===== src/rtl/inst_prefetch_queue.sv =====
// rtl/inst_prefetch_queue.sv - sequential instruction prefetcher with a small FIFO and redirect flush
module inst_prefetch_queue #(
  parameter int          DEPTH    = 4,
  parameter logic [31:0] RESET_PC = 32'h0000_0000
) (
  input  logic        clk_i,
  input  logic        rst_i,
  input  logic        start_i,
  input  logic        redirect_i,
  input  logic [31:0] redirect_pc_i,
  output logic        mem_req_o,
  output logic [31:0] mem_addr_o,
  input  logic        mem_ack_i,
  input  logic [31:0] mem_data_i,
  output logic        inst_valid_o,
  output logic [31:0] inst_o,
  output logic [31:0] pc_o,
  input  logic        inst_ready_i
);

  localparam int PW = (DEPTH > 1) ? $clog2(DEPTH) : 1;
  localparam int CW = PW + 1;
  localparam logic [CW-1:0] DEPTH_C = CW'(DEPTH);

  typedef enum logic [1:0] {
    IDLE = 2'd0,
    REQ  = 2'd1,
    DROP = 2'd2
  } state_t;

  state_t        state_q, state_d;
  logic [31:0]   fetch_pc_q, fetch_pc_d;
  logic [31:0]   drop_addr_q, drop_addr_d;
  logic [PW-1:0] rd_ptr_q, wr_ptr_q;
  logic [CW-1:0] count_q, count_d;
  logic [31:0]   pc_mem   [DEPTH];
  logic [31:0]   inst_mem [DEPTH];

  logic        full;
  logic        ack_req;
  logic        push;
  logic        pop;
  logic [31:0] redirect_target;

  assign full            = (count_q == DEPTH_C);
  assign redirect_target = redirect_pc_i & 32'hFFFF_FFFC;
  assign ack_req         = (state_q == REQ) && mem_ack_i;
  // A redirect flushes everything, so it suppresses both the push and the pop of its cycle.
  assign push            = ack_req && !redirect_i && !full;
  assign pop             = inst_valid_o && inst_ready_i && !redirect_i;

  always_comb begin
    count_d = count_q;
    if (redirect_i) begin
      count_d = '0;
    end else if (push && !pop) begin
      count_d = count_q + CW'(1);
    end else if (pop && !push) begin
      count_d = count_q - CW'(1);
    end
  end

  always_comb begin
    state_d     = state_q;
    fetch_pc_d  = fetch_pc_q;
    drop_addr_d = drop_addr_q;
    mem_req_o   = 1'b0;
    mem_addr_o  = fetch_pc_q;
    case (state_q)
      IDLE: begin
        if (redirect_i) begin
          fetch_pc_d = redirect_target;
          if (start_i) state_d = REQ;
        end else if (start_i && !full) begin
          state_d = REQ;
        end
      end
      REQ: begin
        mem_req_o = 1'b1;
        if (redirect_i) begin
          fetch_pc_d = redirect_target;
          if (mem_ack_i) begin
            state_d = start_i ? REQ : IDLE;
          end else begin
            // The old request must still complete on the bus; remember its address.
            drop_addr_d = fetch_pc_q;
            state_d     = DROP;
          end
        end else if (mem_ack_i) begin
          fetch_pc_d = fetch_pc_q + 32'd4;
          state_d    = (start_i && (count_d < DEPTH_C)) ? REQ : IDLE;
        end
      end
      DROP: begin
        mem_req_o  = 1'b1;
        mem_addr_o = drop_addr_q;
        if (redirect_i) fetch_pc_d = redirect_target;
        if (mem_ack_i) state_d = start_i ? REQ : IDLE;
      end
      default: begin
        state_d = IDLE;
      end
    endcase
  end

  always_ff @(posedge clk_i or negedge rst_i) begin
    if (!rst_i) begin
      state_q     <= IDLE;
      fetch_pc_q  <= RESET_PC;
      drop_addr_q <= RESET_PC;
      rd_ptr_q    <= '0;
      wr_ptr_q    <= '0;
      count_q     <= '0;
    end else begin
      state_q     <= state_d;
      fetch_pc_q  <= fetch_pc_d;
      drop_addr_q <= drop_addr_d;
      count_q     <= count_d;
      if (redirect_i) begin
        rd_ptr_q <= '0;
        wr_ptr_q <= '0;
      end else begin
        if (push) wr_ptr_q <= wr_ptr_q + PW'(1);
        if (pop)  rd_ptr_q <= rd_ptr_q + PW'(1);
      end
    end
  end

  always_ff @(posedge clk_i) begin
    if (push) begin
      pc_mem[wr_ptr_q]   <= fetch_pc_q;
      inst_mem[wr_ptr_q] <= mem_data_i;
    end
  end

  assign inst_valid_o = (count_q != '0);
  assign inst_o       = inst_valid_o ? inst_mem[rd_ptr_q] : 32'd0;
  assign pc_o         = inst_valid_o ? pc_mem[rd_ptr_q]   : 32'd0;

endmodule


===== config.mk =====
export PLATFORM = sky130hd
export DESIGN_NAME = inst_prefetch_queue
export DESIGN_NICKNAME = d
export VERILOG_FILES = /design/src/rtl/inst_prefetch_queue.sv
export SDC_FILE = /design/constraint.sdc
export NUM_CORES = 1
export LEC_CHECK = 0
export ABC_CLOCK_PERIOD_IN_PS = 8400
export BUFFER_PORTS_ARGS = -buffer_cell sky130_fd_sc_hd__buf_2
export CAP_MARGIN = 15
export CORE_MARGIN = 4
export CORE_UTILIZATION = 60
export CTS_CLUSTER_DIAMETER = 40
export CTS_CLUSTER_SIZE = 25
export DETAILED_ROUTE_END_ITERATION = 10
export PLACE_DENSITY = 0.93
export SYNTH_ARGS = -nofsm -noshare
export SYNTH_HDL_FRONTEND = slang
export SYNTH_SLANG_ARGS = --single-unit

===== constraint.sdc =====
create_clock -name clk_i -period 8.4 [get_ports clk_i]
set_clock_uncertainty 0.05 [all_clocks]
set_input_delay 1.26 -clock clk_i [delete_from_list [all_inputs] [get_ports clk_i]]
set_output_delay 1.26 -clock clk_i [all_outputs]
set_load 0.005 [all_outputs]

# Word-level counts from Yosys, hierarchy flattened
# Memories as Yosys holds them, arrays and structs flattened.
# Cells that the tools add are included.
[classes]
n_addsub = 5
mul = 0
div_mod_pow = 0
n_lt_le_gt_ge = 1
eq_ne = 8
shifts = 0
n_mux = 27
bitwise_logic = 1
reduce_logical = 23
[op_table]
columns = ["cell", "count"]
rows = [
  ["$mux 32", 6],
  ["$pmux 32 s2", 1],
  ["$add 32x3->32 const B", 1],
  ["$mux 2", 11],
  ["$logic_and 1x1->1", 9],
  ["$mux 3", 3],
  ["$ne 3x3->1 const B", 3],
  ["$pmux 2 s3", 1],
  ["$reduce_and 3->1", 2],
  ["$reduce_bool 2->1", 3],
  ["$mux 1", 5],
  ["$add 2x1->2 const B", 2],
  ["$logic_not 1->1", 4],
  ["$reduce_and 4->1", 1],
  ["$reduce_or 2->1", 2],
  ["$add 3x1->3 const B", 1],
  ["$eq 3x3->1 const B", 1],
  ["$lt 3x3->1 const B", 1],
  ["$reduce_bool 3->1", 1],
  ["$sub 3x1->3 const B", 1],
  ["$eq 2x1->1 const B", 1],
  ["$eq 2x2->1 const B", 1],
  ["$logic_not 2->1", 1],
  ["$ne 2x1->1 const B", 1],
  ["2 further kinds", 2],
]
[word_totals]
ff_bits = 73
latchBits = 0
ram_bits = 256
romBits = 0
in_bits = 70
out_inout_bits = 98
word_cells = 73
mem_count = 2
[memory_table]
columns = ["name", "words", "word_bits", "read_ports", "rd_clocked_by_memory_dff", "write_ports", "line_no", "source"]
rows = [
  ["inst_mem", 4, 32, 1, 0, 1, "37", "logic [31:0] inst_mem [DEPTH];"],
  ["pc_mem", 4, 32, 1, 0, 1, "36", "logic [31:0] pc_mem [DEPTH];"],
]

# Depth between registers and ports, before layout
# Gate-level depths: netlist (run 1).
[logic_depth]
depth_word = 15
mapped_depth = 9
depth_no_buf = 7

# Worst setup path before layout (run 1)
# No wires, ideal clock.
[synth_path]
path_type = "input port to flip-flop"
start = "in mem_ack_i"
end = "mem inst_mem[0][0] (enable)"
setup_ns = 0.427
arrival_ns = 3.221
required_ns = 7.923
path_slack_ns = 4.702
stages = 3
path_buffers = 0
cell_sequence = "nand2_1 -> nor2_1 -> and3_1"
[synth_between]
elab_chain_len = 5
[synth_rtl]
columns = ["item", "line_no", "source"]
rows = [
  ["start: declaration", "13", "input logic mem_ack_i,"],
  ["$logic_and 1x1->1", "47", "assign ack_req = (state_q == REQ) && mem_ack_i;"],
  ["$logic_and 1x1->1 (2 in a row)", "49", "assign push = ack_req && !redirect_i && !full;"],
  ["$mux 1", "130", "if (push) begin"],
  ["$mux 1 (implied by the code)", "132", "inst_mem[wr_ptr_q] <= mem_data_i;"],
  ["end: declaration", "37", ""],
]
# Every way passes these cells.

# Worst setup path in the final report (run 1)
[layout_path]
start = "reg rd_ptr_q[0]"
end = "out inst_o[13]"
[layout_between]
elab_chain_len = 2
[layout_rtl]
columns = ["item", "line_no", "source"]
rows = [
  ["start: declaration", "34", "logic [PW-1:0] rd_ptr_q, wr_ptr_q;"],
  ["start signal: assignment", "124", "if (pop) rd_ptr_q <= rd_ptr_q + PW'(1);"],
  ["$mem_v2 4x32", "--", ""],
  ["$mux 32", "137", "assign inst_o = inst_valid_o ? inst_mem[rd_ptr_q] : 32'd0;"],
  ["end: declaration", "16", "output logic [31:0] inst_o,"],
]
# Every way passes these cells.

==> flow_results.org, run 1 <==
** Setup path
- Max Fanout on Critical Path :: 35
- Critical Path Start Type :: flop
- Among all stages on the critical path, the largest delay is contributed by sky130_fd_sc_hd__dfrtp_4.
- Startpoint of the lowest-slack register-to-register path :: state_q[0]$_DFFE_PN0P_
- End point of the critical path :: inst_o[13]
- The setup check on the worst reg-to-reg path leaves a slack of 5330 ps.
- The worst setup path is captured at a primary output.
- For this run, the slowest stage of the critical path takes 910 ps.
- Counting both buffers and inverters, the worst setup path holds a total of 2.
- Data on the critical path is required at its endpoint by 7090 ps.
- STA puts the critical path data arrival time at ~3000 ps.
- The setup path with the least slack is of type reg -> out.
- Critical path, cell by cell :: buf_4 > mux4_2 > and2_1 > buf_2
- Beginning of the critical path :: rd_ptr_q[0]$_DFFE_PN0P_
- Depth of the critical timing path with buffers and inverters included :: 4
- Crit-path leading delay family :: flip-flops
- R2R depth :: 7
- Capture point of the worst reg-to-reg path :: fetch_pc_q[14]$_DFFE_PN0P_

** Floorplan
- Top-Level Pins :: 168
- The die covers 25000 um^2.
- Chip width :: 158 um
- Initial core utilization :: 61.6%
- Row count :: 54
- Measured along the y axis, the die boundary spans 158 um.
- The core region is 22000 um^2.

** Route
- In this run the remaining antenna-violating nets after routing total 0.
- After detailed routing, the total wire length is 28.2 mm.
- Dividing the detail-routed wire length by the instance count gives roughly 22 um.
- In the routed design, unresolved DRC markers number 0.
- Using the TritonRoute via totals, the vias-per-cell ratio works out to between 6 and 7.
- The detailed router placed between 7000 and 8000 vias in this run.
- For this block, the initial DRC count from the detailed router was roughly 610.
- For this run, the detailed router's first-pass iteration total came to 5.

** Power
- Summed over all nets, the switching power comes to 1.79 mW.
- Combinational logic burns between 20 and 30% of the power.
- IR analysis of the VDD net gives a maximum drop of 0.315 mV.
- Overall power consumption after layout is estimated at 5.65 mW.
- In this run the power density over the cells is 356 nW/um^2.
- Switching power share of the total :: 31.7%
- Clock power share :: 30.4%
- Static Leakage :: 5.71 nW
- Internal power summed over all cells :: ~3.9 mW
- Portion of total power attributed to sequential cells :: between 40% and 50%

** GRT
- Global-route wire length before repair :: 44.4 mm
- The number of antenna violations at the first check in global routing came to 0.
- Entering global routing, the biggest net connects 70 pins.
- For this run the aggregate overflow at the end of global routing stands at 0.
- Overall Global Routing Usage :: 23.0%
- Vias in the first global route :: a little over 8000

** CTS
- Maximum root-to-sink buffer count :: 3
- Clock tree synthesis found a total of 317 sinks.
- Clock slew at reported path FFs :: 50 ps
- In this run the post-CTS setup repair buffer count came out at 0.
- For this design, the CTS-stage hold fixing added 0 buffers.
- Number of resized instances in the post-cts repair step :: 0
- The clock tree synthesis step divided the H-tree into 2 levels.
- Insertion delay of the later-clocked pin in the worst-skew pair :: 520 ps
- CTS placed an instance of sky130_fd_sc_hd__clkbuf_16 at the clock tree root.
- TritonCTS clock tree :: done
- TritonCTS created 40 clock buffers.

** Yosys
- Yosys printed 0 warnings.
- Number of enable-type register cells in the synthesized netlist :: 248
- Counting flops and latches in the post-synthesis netlist gives around 320.
- Flip-flop cell with the highest count after synthesis :: sky130_fd_sc_hd__edfxtp_1
- Syn_area_per_cell :: approximately 17 um^2
- Unique cell type count in the Yosys netlist :: 63
- Area of the mapped netlist :: 13500 um^2
- Proportion of synthesized chip area in sequential cells :: roughly two thirds
- Counting every instance in the synthesized netlist gives a little over 800.
- Share of flip-flops with an asynchronous set or reset :: 21.8%

** Hold path
- Type of the tightest min-delay check :: reg -> reg
- Hold Path Depth :: 2

** STA
- For the pin with the worst max-slew slack, the measured transition is 1020 ps.
- Based on the critical path, the design can be clocked at up to ~0.23 GHz.
- Post-layout minimum cycle time :: 4290 ps
- Of the available clock period, the critical path in the final layout requires 51.1%.
- The number of hold violations in the final report came to 0.
- In the final timing run, aggregate negative setup slack is 0 ps.
- Setup violations remaining at the end of the flow were counted as 0.
- Setup repair after global routing left no endpoint under its margin.
- Pins Over Slew Limit :: 0
- Max-slew headroom at the worst pin :: between 30% and 40%

** Layout
- Relative to the synthesized area, the layout overhead comes to 17.5%.
- After the last flow step, the layout net total stands at 1051.
- Inserted Diodes :: 0
- Fraction of layout cells with a size suffix above 1 :: 38.4%

** Place
- Final HPWL from detailed placement :: 16.2 mm
- Buffers placed on the I/O ports in this run total ~160.
- Final GP Congestion :: 0.852

** Outcome
- Outcome :: finished, final reports clean

** Job
- Max-cap check violation count :: 0
-- synthesized netlist by cell type (3+ instances only) --
cell type | n | area share, %
sky130_fd_sc_hd__buf_4 | 7 | 0.39
sky130_fd_sc_hd__dfrtp_1 | 69 | 13
sky130_fd_sc_hd__inv_1 | 9 | 0.25
sky130_fd_sc_hd__a2bb2oi_1 | 8 | 0.52
sky130_fd_sc_hd__o21ai_0 | 19 | 0.70
sky130_fd_sc_hd__nor2_1 | 29 | 0.81
sky130_fd_sc_hd__mux2_2 | 60 | 5.0
sky130_fd_sc_hd__nand3_1 | 15 | 0.56
sky130_fd_sc_hd__ha_1 | 12 | 1.1
sky130_fd_sc_hd__a211oi_1 | 7 | 0.39
sky130_fd_sc_hd__edfxtp_1 | 248 | 55
sky130_fd_sc_hd__nand2_1 | 26 | 0.72
sky130_fd_sc_hd__and3_1 | 10 | 0.46
sky130_fd_sc_hd__clkbuf_1 | 24 | 0.67
sky130_fd_sc_hd__mux4_2 | 62 | 10
sky130_fd_sc_hd__a21oi_1 | 36 | 1.3
sky130_fd_sc_hd__o22a_1 | 4 | 0.26
sky130_fd_sc_hd__nor2b_1 | 3 | 0.14
sky130_fd_sc_hd__and2_1 | 65 | 3.0
sky130_fd_sc_hd__buf_2 | 19 | 0.70
sky130_fd_sc_hd__nand2b_1 | 3 | 0.14
sky130_fd_sc_hd__nand4_1 | 6 | 0.28
sky130_fd_sc_hd__o22ai_1 | 10 | 0.46
sky130_fd_sc_hd__nor3_1 | 4 | 0.15
sky130_fd_sc_hd__or3_1 | 8 | 0.37
sky130_fd_sc_hd__xnor2_1 | 4 | 0.26
-- routing by layer --
metal | share of wire, % | wire, um | track usage (%)
met4 | 2.7 | 769 | 7.03
met2 | 50 | 14100 | 38.0
met3 | 7.5 | 2130 | 5.03
met1 | 40 | 11200 | 31.3
met5 | 0 | 0 | 0
-- area by class of cell --
type | instances | area, um^2
sequential | 317 | 9180
fill | 1302 | 6070
multi-input combinational | 433 | 4090
clock buffer | 44 | 1060
timing repair buffer | 168 | 858
tap | 280 | 350
clock inverter | 30 | 317
inverter | 9 | 33.8
-- state kept, by name (all words and copies together), names as in the netlist --
name / count
state_q: 2
count_q: 3
wr_ptr_q: 2
pc_mem: 120
fetch_pc_q: 30
drop_addr_q: 30
inst_mem: 128
rd_ptr_q: 2
-- worst min-delay path: stages (launching register included) --
cell,delay [ps]
sky130_fd_sc_hd__dfrtp_1,340
sky130_fd_sc_hd__nand2_1,40
sky130_fd_sc_hd__o21ai_0,60
-- cells in the final DEF, fill, tap and decap left out, types with 4 or more instances in the layout --
| master | Yosys | layout |
|---|---|---|
| sky130_fd_sc_hd__edfxtp_1 | 248 | 248 |
| sky130_fd_sc_hd__buf_2 | 19 | 161 |
| sky130_fd_sc_hd__dfrtp_1 | 69 | 67 |
| sky130_fd_sc_hd__and2_1 | 65 | 65 |
| sky130_fd_sc_hd__mux4_2 | 62 | 62 |
| sky130_fd_sc_hd__mux2_2 | 60 | 60 |
| sky130_fd_sc_hd__clkbuf_16 | 0 | 41 |
| sky130_fd_sc_hd__a21oi_1 | 36 | 36 |
| sky130_fd_sc_hd__nor2_1 | 29 | 29 |
| sky130_fd_sc_hd__nand2_1 | 26 | 26 |
| sky130_fd_sc_hd__o21ai_0 | 19 | 19 |
| sky130_fd_sc_hd__nand3_1 | 15 | 15 |
| sky130_fd_sc_hd__ha_1 | 12 | 12 |
| sky130_fd_sc_hd__o22ai_1 | 10 | 10 |
| sky130_fd_sc_hd__inv_1 | 9 | 9 |
| sky130_fd_sc_hd__a2bb2oi_1 | 8 | 8 |
| sky130_fd_sc_hd__or3_1 | 8 | 8 |
| sky130_fd_sc_hd__inv_6 | 0 | 8 |
| sky130_fd_sc_hd__a211oi_1 | 7 | 7 |
| sky130_fd_sc_hd__clkinvlp_4 | 0 | 7 |
| sky130_fd_sc_hd__buf_4 | 7 | 7 |
| sky130_fd_sc_hd__and3_1 | 10 | 6 |
| sky130_fd_sc_hd__nand4_1 | 6 | 6 |
| sky130_fd_sc_hd__and3_4 | 1 | 5 |
| sky130_fd_sc_hd__inv_8 | 0 | 5 |
| sky130_fd_sc_hd__xnor2_1 | 4 | 4 |
| sky130_fd_sc_hd__o22a_1 | 4 | 4 |
| sky130_fd_sc_hd__conb_1 | 1 | 4 |
-- through the flow --
| stage | utilization [%] | instances | hold slack [ps] | cell area [um^2] | setup slack (ps) |
|---|---|---|---|---|---|
| after detailed placement | 66.1 | 1207 | 422 | 14500 | 4550 |
| after CTS | 72.4 | 1281 | 434 | 15900 | 3990 |
| after global routing | 72.4 | 1281 | 464 | 15900 | 3840 |
| after floorplan | - | 812 | 400 | 13500 | 4700 |
| after global placement | 66.1 | 1207 | 416 | 14500 | 4560 |
| final | 72.4 | 1281 | 429 | 15900 | 4110 |
-- worst min-delay path by stage --
| stage | slack [ps] | start | end |
|---|---|---|---|
| finish | 430 | drop_addr_q[5]$_DFFE_PN0P_ | drop_addr_q[5]$_DFFE_PN0P_ |
| detailed placement | 420 | drop_addr_q[5]$_DFFE_PN0P_ | drop_addr_q[5]$_DFFE_PN0P_ |
| floorplan | 400 | drop_addr_q[5]$_DFFE_PN0P_ | drop_addr_q[5]$_DFFE_PN0P_ |
| global placement | 420 | drop_addr_q[5]$_DFFE_PN0P_ | drop_addr_q[5]$_DFFE_PN0P_ |
| CTS | 430 | drop_addr_q[5]$_DFFE_PN0P_ | drop_addr_q[5]$_DFFE_PN0P_ |
| global route | 460 | drop_addr_q[5]$_DFFE_PN0P_ | drop_addr_q[5]$_DFFE_PN0P_ |
-- power by group through the flow --
stage	Clock, mW	Combinational (mW)	Sequential [mW]
6_report	1.72	1.56	2.37
5_1_grt	1.83	1.72	2.42
4_1_cts	1.75	1.58	2.37
3_5_place_dp	0	1.56	2.40
3_3_place_gp	0	1.52	2.37
2_1_floorplan	0	1.15	2.21
-- kinds of logic (layout without fill, tap and decap cells) --
family,after synthesis,count (layout),share of synthesized area [%]
AND/OR/NAND/NOR,185,185,8.04
XOR/XNOR,5,5,0.324
multiplexers,124,124,15.5
other,1,4,0.0277
buffers and inverters,62,251,2.16
AO/OA/AOI/OAI,101,101,4.83
flip-flops,317,317,67.9
adder cells (fa/ha/maj),14,14,1.27
(Power assumes the default switching activity.)
==> run 2, diff against run 1 <==
ABC_CLOCK_PERIOD_IN_PS = 4450   (was 8400)
CORE_UTILIZATION = 58   (was 60)
PLACE_DENSITY = 0.91   (was 0.93)
clock period = 4.45 ns   (was 8.4 ns; I/O delays follow)
==> flow_results.org, run 2 (synthesized netlist as in run 1, its figures left out) <==
** Floorplan
- The core area came to 22800 um^2 (was 22000 um^2).
- The area of the die is 25800 um^2 (was 25000 um^2).
- The width of the chip is 161 um (was 158 um).
- The number of rows in the core area came to 55 (was 54).
- The die boundary height was 161 um (was 158 um).
- The initial core utilization was 59.3% (was 61.6%).
- The total I/O pin count is 168 (unchanged).

** Job
- The reported max-cap violation count was 0 (unchanged).

** Route
- First-pass iteration count of the detailed router :: 5 (unchanged)
- Number of design rule violations left after detail routing :: 0 (unchanged)
- Per-cell via count in the routed design :: 5.90 (was 6.14)
- The total via count in the routed design is 7738 (was 7867).
- Average detailed-routed wire length per instance :: 21.2 um (was 22.0 um)
- The wire length after detailed routing is 27.8 mm (was 28.2 mm).
- The remaining number of nets flagged by the antenna check after routing is 0 (unchanged).
- The DRC violation total after the first TritonRoute iteration was 712 (was 613).

** Setup path
- Critical path, cell by cell: inv_1 > ha_1 > buf_4 > mux2_2 > buf_2 (was buf_4 > mux4_2 > and2_1 > buf_2).
- The arrival time at the worst endpoint is 2600 ps (was 2980 ps).
- Required time at the endpoint of the critical path :: 3730 ps (was 7090 ps)
- The startpoint type of the worst setup path is a flop (unchanged).
- Max Fanout on Critical Path :: 24 (was 35)
- The slowest cell on the critical path is sky130_fd_sc_hd__ha_1 (was sky130_fd_sc_hd__dfrtp_4).
- The critical path start-end classification was reg -> out (unchanged).
- Slowest Stage Delay on Critical Path :: 520 ps (was 910 ps)
- Crit end category :: primary output (unchanged)

** Layout
- The layout overhead on the synthesized area came to 17.0% (was 17.5%).
- Largest registers: inst_mem: 128 flops, pc_mem: 120 flops (unchanged).
- Most common cell after layout, fill and taps aside :: sky130_fd_sc_hd__edfxtp_1 (unchanged)
- The flip-flop count of the largest register after layout was 128 (unchanged).
- Fraction of layout cells with a size suffix above 1 :: 37.8% (was 38.4%)
- Fill cell instance count of the final layout :: 1469 (was 1302)
- The post-layout utilization of the core was 69.4% (was 72.4%).
- Net count, final :: 1051 (unchanged)
- Inserted Diodes :: 0 (unchanged)
- Most frequent cells in the layout: sky130_fd_sc_hd__edfxtp_1, sky130_fd_sc_hd__buf_2, sky130_fd_sc_hd__dfrtp_1 (unchanged).
- The top register by number of flip-flops is inst_mem (unchanged).

** GRT
- The number of global-route vias before repair was 8099 (was 8252).
- The routing usage on met2 is 35.9% (was 38.0%).
- Largest net degree at the start of global routing :: 65 (was 70)
- The total grt overflow is 0 (unchanged).
- Number of antenna violations at the first check in global routing :: 0 (unchanged)
- The met3 global-route usage came to 5.62% (was 5.03%).
- Overall Global Routing Usage :: 21.9% (was 23.0%)
- The layer carrying the most global-route usage was met2 (unchanged).
- Global-route wire length before repair :: 44.6 mm (was 44.4 mm)
- The met1 usage in global routing was 29.5% (was 31.3%).

** Hold path
- The worst hold-check path type was in -> async (was reg -> reg).

** STA
- Worst hold slack after final layout :: 195 ps (was 429 ps)
- Derived from the worst setup path, the maximum achievable clock frequency is 0.301 GHz.
- The final sum of negative setup slack was 0 ps (unchanged).
- In the finished design, the share of the clock period the worst path needs comes to 74.5%.
- The worst path needs 3320 ps of the cycle, external delays included.
- Number of endpoints failing setup at the final stage :: 0 (unchanged)
- Final Hold Viols :: 0 (unchanged)
- The measured slew at the worst slew-check pin is 1000 ps (was 1020 ps).
- Setup slack of the critical path after layout :: 1130 ps (was 4110 ps)
- Pins Over Slew Limit :: 0 (unchanged)
- The tightest slew margin relative to the limit was 33.0% (was 32.2%).
- Unrepaired setup endpoints after global routing :: false (unchanged)

** CTS
- Clock slew at reported path FFs :: 60 ps (was 50 ps)
- The post-cts resize count came to 0 (unchanged).
- TritonCTS clock tree :: done (unchanged)
- Maximum root-to-sink buffer count :: 3 (unchanged)
- CTS Hold Buffers Added :: 0 (unchanged)
- The number of buffers created by CTS is 38 (was 40).
- The number of buffers inserted by post-CTS setup repair came to 0 (unchanged).
- Clock H-tree levels :: 2 (unchanged)
- Insertion delay of the later-clocked pin in the worst-skew pair :: 530 ps (was 520 ps)
- Clk sinks :: 317 (unchanged)
- Root buffer selected by CTS :: sky130_fd_sc_hd__clkbuf_16 (unchanged)

** Power
- The overall power of the completed layout is 10.4 mW (was 5.65 mW).
- Worst IR drop on VDD :: 0.615 mV (was 0.315 mV)
- The power density over cell area was 656 nW/um^2 (was 356 nW/um^2).
- The leakage component of the power came to 5.65 nW (was 5.71 nW).

** Place
- Final GP Congestion :: 0.854 (was 0.852)
- The number of I/O port buffers was 161 (unchanged).
- Final HPWL from detailed placement :: 16.4 mm (was 16.2 mm)
- Post-Place Worst Slack :: 1560 ps (was 4550 ps)

** Outcome
- Outcome: finished, final reports clean (unchanged).
run 2: cell count changes in the layout (fill, tap and decap cells not counted), sizes merged:
cell / previous run / this run
buf: 168 / 170
bufinv: 3 / 2
inv: 22 / 16
clkinv: 7 / 10
run 2: worst paths after layout:
| check | from | depth (start not counted) | end | slack (ps) |
|---|---|---|---|---|
| worst max-delay path | state_q[0]$_DFFE_PN0P_ | 5 | mem_addr_o[7] | 1130 |
| worst min-delay path | rst_i | 1 | fetch_pc_q[17]$_DFFE_PN0P_ | 190 |
| worst max register to register | state_q[1]$_DFFE_PN0P_ | 5 | inst_mem[1][5]$_DFFE_PP_ | 1600 |
| worst min register to register | drop_addr_q[5]$_DFFE_PN0P_ | 2 | drop_addr_q[5]$_DFFE_PN0P_ | 430 |
| max in group asynchronous | rst_i | 2 | drop_addr_q[3]$_DFFE_PN0P_ | 3130 |
| min in group clk_i | mem_data_i[27] | 1 | inst_mem[1][27]$_DFFE_PP_ | 320 |
run 2: layout make-up:
class	instances	area [um^2]	area share [%]
clock buffers	44	983	6.22
multi-input cells	433	4090	25.9
well taps	313	392	2.48
inverters	9	33.8	0.214
clock inverters	26	240	1.52
repair buffers	170	898	5.68
flip-flops and latches	317	9180	58.0
run 2: power breakdown:
group | switching, mW | internal, mW
registers | 0.626 | 3.82
clock network | 1.21 | 1.74
logic | 1.45 | 1.54
total | 3.28 | 7.10
run 2: critical path: cells and delay by family, from the launching register on:
family / cells / cell delay [ps]
flops: 1 / 460
mux: 1 / 410
fa+ha+maj: 1 / 520
buf+inv: 3 / 700
run 2: metal layers:
metal  vias up  share of wire [%]
met5         -                  0
met3        42                8.3
li1       3491                  -
met1      3888                 41
met2       317                 49
met4         0                2.1
run 2: metrics by stage:
stage,std cells,instance area (um^2)
floorplan,812,13500
global placement,1242,14600
detailed placement,1242,14600
CTS,1312,15800
global route,1312,15800
finish,1312,15800
